[config.mk]
export PLATFORM = sky130hd
export DESIGN_NAME = mips_muldiv_unit_flat
export DESIGN_NICKNAME = d
export VERILOG_FILES = /design/src/rtl/mips_muldiv_unit_if.sv /design/src/rtl/mips_muldiv_unit.sv /design/src/flat_wrapper.sv
export SDC_FILE = /design/constraint.sdc
export NUM_CORES = 1
export LEC_CHECK = 0
export BUFFER_PORTS_ARGS = -buffer_cell sky130_fd_sc_hd__buf_2
export CAP_MARGIN = 20
export CORE_ASPECT_RATIO = 1.25
export CORE_MARGIN = 2
export CORE_UTILIZATION = 62
export DETAILED_ROUTE_END_ITERATION = 10
export GPL_TIMING_DRIVEN = 0
export PLACE_DENSITY = 0.85
export SYNTH_ARGS = -nofsm -noshare
export SYNTH_HDL_FRONTEND = slang
export SYNTH_SLANG_ARGS = --single-unit
[constraint.sdc]
create_clock -name clk -period 4.9 [get_ports clk]
set_input_delay 1.225 -clock clk [delete_from_list [all_inputs] [get_ports clk]]
set_output_delay 1.225 -clock clk [all_outputs]
set_load 0.005 [all_outputs]
[src/rtl/mips_muldiv_unit_if.sv]
// Command/result bundle between the EX stage and the multiply/divide unit.
interface mips_muldiv_unit_if #(
   parameter int DATA_WIDTH = 32
);
   logic                  start;
   logic [2:0]            op;
   logic [DATA_WIDTH-1:0] a;
   logic [DATA_WIDTH-1:0] b;
   logic                  flush;
   logic                  busy;
   logic                  done;
   logic [DATA_WIDTH-1:0] hi;
   logic [DATA_WIDTH-1:0] lo;

   modport master (
      output start, op, a, b, flush,
      input  busy, done, hi, lo
   );

   modport slave (
      input  start, op, a, b, flush,
      output busy, done, hi, lo
   );
endinterface

[src/rtl/mips_muldiv_unit.sv]
// Iterative radix-2 multiply/divide unit with HI/LO registers for the MIPS EX stage.
// Magnitudes are processed unsigned; signs are applied once in the FINISH cycle.
module mips_muldiv_unit #(
   parameter int DATA_WIDTH = 32
) (
   input  logic              clk,
   input  logic              reset,
   mips_muldiv_unit_if.slave bus
);
   localparam int DW = DATA_WIDTH;
   localparam int CW = $clog2(DW + 1);

   localparam logic [1:0] S_IDLE   = 2'd0;
   localparam logic [1:0] S_RUN    = 2'd1;
   localparam logic [1:0] S_FINISH = 2'd2;

   localparam logic [2:0] OP_MULT  = 3'b000;
   localparam logic [2:0] OP_MULTU = 3'b001;
   localparam logic [2:0] OP_DIV   = 3'b010;
   localparam logic [2:0] OP_DIVU  = 3'b011;
   localparam logic [2:0] OP_MTHI  = 3'b100;
   localparam logic [2:0] OP_MTLO  = 3'b101;

   logic [1:0]      state_q, state_d;
   logic [CW-1:0]   cnt_q, cnt_d;
   logic [2*DW-1:0] acc_q, acc_d;
   logic [DW-1:0]   opnd_q, opnd_d;
   logic [DW-1:0]   araw_q, araw_d;
   logic            is_div_q, is_div_d;
   logic            qneg_q, qneg_d;
   logic            rneg_q, rneg_d;
   logic            bzero_q, bzero_d;
   logic            busy_q, busy_d;
   logic            done_q, done_d;
   logic [DW-1:0]   hi_q, hi_d;
   logic [DW-1:0]   lo_q, lo_d;

   // Operand conditioning for the command currently presented.
   logic            signed_op, a_neg, b_neg;
   logic [DW-1:0]   a_mag, b_mag;

   assign signed_op = ~bus.op[0];
   assign a_neg     = signed_op & bus.a[DW-1];
   assign b_neg     = signed_op & bus.b[DW-1];
   assign a_mag     = a_neg ? -bus.a : bus.a;
   assign b_mag     = b_neg ? -bus.b : bus.b;

   // acc holds {partial product, multiplier} for multiply and {remainder, dividend/quotient} for divide.
   logic [DW:0]     mul_sum;
   logic [DW:0]     div_sh, div_diff;
   logic [2*DW-1:0] mul_next, div_next, prod_neg;
   logic [DW-1:0]   quot, rem;

   assign mul_sum  = {1'b0, acc_q[2*DW-1:DW]} + {1'b0, opnd_q & {DW{acc_q[0]}}};
   assign mul_next = {mul_sum, acc_q[DW-1:1]};
   assign div_sh   = acc_q[2*DW-1:DW-1];
   assign div_diff = div_sh - {1'b0, opnd_q};
   assign div_next = div_diff[DW] ? {div_sh[DW-1:0], acc_q[DW-2:0], 1'b0}
                                  : {div_diff[DW-1:0], acc_q[DW-2:0], 1'b1};
   assign prod_neg = -acc_q;
   assign quot     = acc_q[DW-1:0];
   assign rem      = acc_q[2*DW-1:DW];

   always_comb begin
      state_d  = state_q;
      cnt_d    = cnt_q;
      acc_d    = acc_q;
      opnd_d   = opnd_q;
      araw_d   = araw_q;
      is_div_d = is_div_q;
      qneg_d   = qneg_q;
      rneg_d   = rneg_q;
      bzero_d  = bzero_q;
      busy_d   = busy_q;
      done_d   = 1'b0;
      hi_d     = hi_q;
      lo_d     = lo_q;

      case (state_q)
         S_IDLE: begin
            if (bus.start && !bus.flush) begin
               case (bus.op)
                  OP_MULT, OP_MULTU, OP_DIV, OP_DIVU: begin
                     is_div_d = bus.op[1];
                     qneg_d   = a_neg ^ b_neg;
                     rneg_d   = a_neg;
                     bzero_d  = (bus.b == '0);
                     araw_d   = bus.a;
                     acc_d    = bus.op[1] ? {{DW{1'b0}}, a_mag} : {{DW{1'b0}}, b_mag};
                     opnd_d   = bus.op[1] ? b_mag : a_mag;
                     cnt_d    = CW'(DW);
                     busy_d   = 1'b1;
                     state_d  = S_RUN;
                  end
                  OP_MTHI: hi_d = bus.a;
                  OP_MTLO: lo_d = bus.a;
                  default: ;
               endcase
            end
         end
         S_RUN: begin
            if (bus.flush) begin
               busy_d  = 1'b0;
               state_d = S_IDLE;
            end else begin
               acc_d = is_div_q ? div_next : mul_next;
               cnt_d = cnt_q - CW'(1);
               if (cnt_q == CW'(1))
                  state_d = S_FINISH;
            end
         end
         S_FINISH: begin
            busy_d  = 1'b0;
            state_d = S_IDLE;
            if (!bus.flush) begin
               done_d = 1'b1;
               if (!is_div_q) begin
                  {hi_d, lo_d} = qneg_q ? prod_neg : acc_q;
               end else if (bzero_q) begin
                  hi_d = araw_q;
                  lo_d = '1;
               end else begin
                  lo_d = qneg_q ? -quot : quot;
                  hi_d = rneg_q ? -rem : rem;
               end
            end
         end
         default: begin
            busy_d  = 1'b0;
            state_d = S_IDLE;
         end
      endcase
   end

   always_ff @(posedge clk or negedge reset) begin
      if (!reset) begin
         state_q  <= S_IDLE;
         cnt_q    <= '0;
         acc_q    <= '0;
         opnd_q   <= '0;
         araw_q   <= '0;
         is_div_q <= 1'b0;
         qneg_q   <= 1'b0;
         rneg_q   <= 1'b0;
         bzero_q  <= 1'b0;
         busy_q   <= 1'b0;
         done_q   <= 1'b0;
         hi_q     <= '0;
         lo_q     <= '0;
      end else begin
         state_q  <= state_d;
         cnt_q    <= cnt_d;
         acc_q    <= acc_d;
         opnd_q   <= opnd_d;
         araw_q   <= araw_d;
         is_div_q <= is_div_d;
         qneg_q   <= qneg_d;
         rneg_q   <= rneg_d;
         bzero_q  <= bzero_d;
         busy_q   <= busy_d;
         done_q   <= done_d;
         hi_q     <= hi_d;
         lo_q     <= lo_d;
      end
   end

   assign bus.busy = busy_q;
   assign bus.done = done_q;
   assign bus.hi   = hi_q;
   assign bus.lo   = lo_q;
endmodule

[src/flat_wrapper.sv]
// flat-port wrapper written by rule: the top's interface ports become plain ports
module mips_muldiv_unit_flat 
#(
   parameter int DATA_WIDTH = 32
)
  (clk, reset, bus_start, bus_op, bus_a, bus_b, bus_flush, bus_busy, bus_done, bus_hi, bus_lo);
  mips_muldiv_unit_if #(.DATA_WIDTH(DATA_WIDTH)) bus_i ();
  input  logic clk;
  input  logic reset;
  input wire logic [$bits(bus_i.start)-1:0] bus_start;
  input wire logic [$bits(bus_i.op)-1:0] bus_op;
  input wire logic [$bits(bus_i.a)-1:0] bus_a;
  input wire logic [$bits(bus_i.b)-1:0] bus_b;
  input wire logic [$bits(bus_i.flush)-1:0] bus_flush;
  output wire logic [$bits(bus_i.busy)-1:0] bus_busy;
  output wire logic [$bits(bus_i.done)-1:0] bus_done;
  output wire logic [$bits(bus_i.hi)-1:0] bus_hi;
  output wire logic [$bits(bus_i.lo)-1:0] bus_lo;
  assign bus_i.start = bus_start;
  assign bus_i.op = bus_op;
  assign bus_i.a = bus_a;
  assign bus_i.b = bus_b;
  assign bus_i.flush = bus_flush;
  assign bus_busy = bus_i.busy;
  assign bus_done = bus_i.done;
  assign bus_hi = bus_i.hi;
  assign bus_lo = bus_i.lo;
  mips_muldiv_unit #(.DATA_WIDTH(DATA_WIDTH)) u_core (.clk(clk), .reset(reset), .bus(bus_i));
endmodule
==> flow_summary.yaml <==
status:
  status: "finished, final reports clean"
detailed_routing:
  wire_per_inst_um: 25.9
  drt_first_pass_iters: 8
  routed_via_density: 6.96
  routed_wl_mm: 73.0
  drcViolationCount: 0
  num_vias: 19600
  drtAntennaViolNets: 0
  drt-initial-drc-count: 2610
clock_tree:
  cts_tree: "built"
  clock_sinks: 206
  path_clk_slew_ps: 70
  clk_path_buf_depth: 3
  clkLatencyLatePin_ps: 550
  root_buffer: "clkbuf_16"
  cts_made_buffers: 23
  cts_setup_buffers: 0
  cts.htree.levels: 1
worst_hold_path:
  hp-start: "u_core.bus.lo[26]"
  holdPathEnd: "u_core.bus.lo[26]"
  hold_path_depth: 2
  hold_path.class: "flip-flop to flip-flop"
timing:
  maxSlewViolCount: 0
  fmax_mhz: 214
  rsz0062_at_grt: "no"
  fin_skew_ps: 35.7
  setup_viol: 0
  hold_violations: 0
  slew_headroom_pct: 31.5
  holdWs_ps: 481
  fin_crit_sh_pct: 95.5
  worst_pin_slew_ps: 1020
  period_minus_slack_ps: 4680
floorplan:
  fp.dieW_um: 154
  chipHeight_um: 192
  start_util_pct: 63.1
  die_area_um2: 29500
  design.core.area_um2: 27700
  num_rows: 68
  io_pins: 137
finish:
  drive_gt1_share_pct: 8.54
  syn2layout_area_growth_pct: 11.4
  final_util_pct: 70.3
  nFillCells: 2252
  finalNonFillerCells: 2814
  final_nets: 2585
  fin_area_um2: 19400
global_routing:
  grt_pass1_wl_mm: 109
  grt_max_degree: 110
  grt_pass1_vias: 18700
  grt-ovfl-total: 0
  grt_usage_pct: 48.6
  antenna_found_initial: 6
setup_path:
  critical_path.max_fanout: 10
  r2r_slack_ps: 220
  path_cells: "clkbuf_1 -> inv_1 -> clkbuf_1 -> ha_1 -> nor4b_1 -> nand4_1 -> nand3b_1 -> nand2b_1 -> clkbuf_1 -> o41ai_1 -> xnor2_1 -> o21ai_0 -> nand3_1"
  crit_path_max_incr_delay_ps: 580
  r2r_start: "u_core.acc_q[0]"
  critPathRequiredTime_ps: 5320
  rr_endpoint: "u_core.bus.hi[22]"
  path_class: "flip-flop to flip-flop"
  cp_top_family: "buffers and inverters"
  arrival_ps: 5100
  cp-end-kind: "flip-flop"
  path_depth: 13
  reg2regPathDepth: 13
  critical_path_buf_inv_count: 4
  cpMostUsedCell: "clkbuf_1"
  startpoint_type: "flip-flop"
  cp_slowest_cell: "clkbuf_1"
logic_synthesis:
  synth_area_leader_cell: "dfrtp_1"
  synth_area_um2: 17400
  yosysSeqAreaShare_pct: 29.6
  synth_compound_area_share_pct: 24.9
  synthSimpleGateAreaFrac_pct: 20.4
  yosys_warnings: 0
  ys_ff_latch: 206
  synthXorXnorAreaFrac_pct: 9.94
  ys.flop_type: "dfrtp_1"
  synth_top_area_share_pct: 29.6
  syn_inst: 2288
  synth.distinct_cells: 80
  synthTopCellsByArea: "dfrtp_1, nand2_1, xnor2_1"
  synth_fa_ha_area_share_pct: 5.25
  synth.net_count: 2431
  synth_edf_count: 0
  avgSynthCellArea_um2: 7.62
  synthMuxAreaShare_pct: 4.53
  synth_top_family_by_area: "compound AO/OA/AOI/OAI gates"
  async_flop_share_pct: 100
job:
  maxCapViolations: 0
placed_design:
  dp.cells: 2767
  portBuffers: 127
  hpwlAfterDp_mm: 55.7
  gp_congestion: 1.06
  post_dp_cell_area_um2: 18600
pwr:
  irDropWorstVdd_mv: 0.417
  p_leak_nw: 8.43
  pwr_density_cell_nw_per_um2: 577
-- worst min-delay path, stage by stage (launching register included) --
cell	delay (ps)
dfrtp_1	340
nand2_1	40
o21ai_0	60
-- where the power goes --
part / total, W / internal, W / switching, W
Combinational: 0.00652 / 0.00236 / 0.00417
Sequential: 0.00270 / 0.00217 / 0.000532
Clock: 0.00199 / 0.00118 / 0.000807
-- metrics by stage --
step	power [W]	setup TNS, ps	worst slack (ps)
floorplan	0.00691	0	1330
global placement	0.00877	-160940	-815
detailed placement	0.00891	0	205
CTS	0.0109	0	189
global route	0.0117	0	15.1
finish	0.0112	0	221
-- cell usage after synthesis, types with 7 or more instances --
library cell  count
a211oi_1         21
a21o_1           33
a21oi_1         208
a221oi_1         12
a22oi_1          15
a31oi_1          12
and3_1           17
buf_1            13
buf_2             9
clkbuf_1        155
dfrtp_1         206
ha_1             70
inv_1            64
mux2i_1          73
nand2_1         296
nand2b_1         31
nand3_1          69
nand4_1          10
nor2_1          203
nor3_1           41
nor4_1           17
o211ai_1         13
o21a_1           11
o21ai_0         213
o21ai_1           7
o21bai_1          7
o221ai_1         11
o22ai_1          42
o31ai_1          35
o41ai_1          15
or2_2            11
or3_1            30
or4_1            20
xnor2_1         126
xor2_1           72
-- layer usage --
metal  vias to the layer above  routed length, um  share of wire, %  global-route usage (%)
met1                      9161              25200                35                    57.1
met2                      1483              32300                44                    76.7
li1                       8496                  -                 -                       -
met3                       441               8130                11                    11.0
met5                         -                 15             0.021                       0
met4                         2               7370                10                    39.0
-- sequential cells by signal, indices dropped and copies added, names as in the netlist --
signal and count:
u_core.bus.busy 1, u_core.cnt_q 6, u_core.rneg_q 1, u_core.state_q 2
u_core.opnd_q 32, u_core.is_div_q 1, u_core.qneg_q 1, u_core.bus.done 1
u_core.bus.lo 32, u_core.acc_q 64, u_core.araw_q 32, u_core.bus.hi 32
u_core.bzero_q 1
-- layout by cell type (no fill, tap or decap), drive strengths merged, types with 7 or more instances in the layout --
cell type and n:
a211oi 21, o31ai 35, xor2 72, clkbuf 184, nand2b 31, dfrtp 206
o21a 11, or4 21, o41ai 16, xnor2 126, a31oi 12, nor4 17
o211ai 13, a21oi 208, mux2i 74, ha 70, and3 17, o21ai 221
a21o 33, inv 70, nor3 42, o21bai 7, a221oi 13, nor2 203
or3 30, nand2 296, o22ai 42, nand3 69, a22oi 15, nand4 10
o221ai 11, buf 152, or2 12
-- area by class of cell --
class	count	area [um2]	share of cell area [%]
multi-input cells	1836	11400	58.4
flip-flops and latches	206	5150	26.5
plain buffers	180	697	3.59
repair buffers	129	681	3.50
clock buffers	27	621	3.19
well taps	350	438	2.25
inverters	66	248	1.27
clock inverters	14	226	1.17
diodes	6	15.0	0.0773
-- worst max path at each step --
stage	from	end	slack, ps
CTS	u_core.acc_q[0]	u_core.acc_q[62]	190
floorplan	u_core.acc_q[0]	u_core.acc_q[62]	1330
detailed placement	u_core.acc_q[0]	u_core.acc_q[62]	210
global placement	reset	u_core.acc_q[10]	-810
global route	u_core.acc_q[0]	u_core.bus.hi[22]	20
finish	u_core.acc_q[0]	u_core.bus.hi[22]	220
-- timing repair --
action / CTS / global route
setup endpoints to repair: 0 / 3
hold buffers: 0 / 0
gates resized for setup: 0 / 1
-- kinds of logic after synthesis --
group,after synthesis
AND/OR/NAND/NOR,778
AO/OA/AOI/OAI,710
buffers and inverters,246
flip-flops,206
XOR/XNOR,198
multiplexers,78
adder cells (fa/ha/maj),72
(Power assumes the default switching activity.)
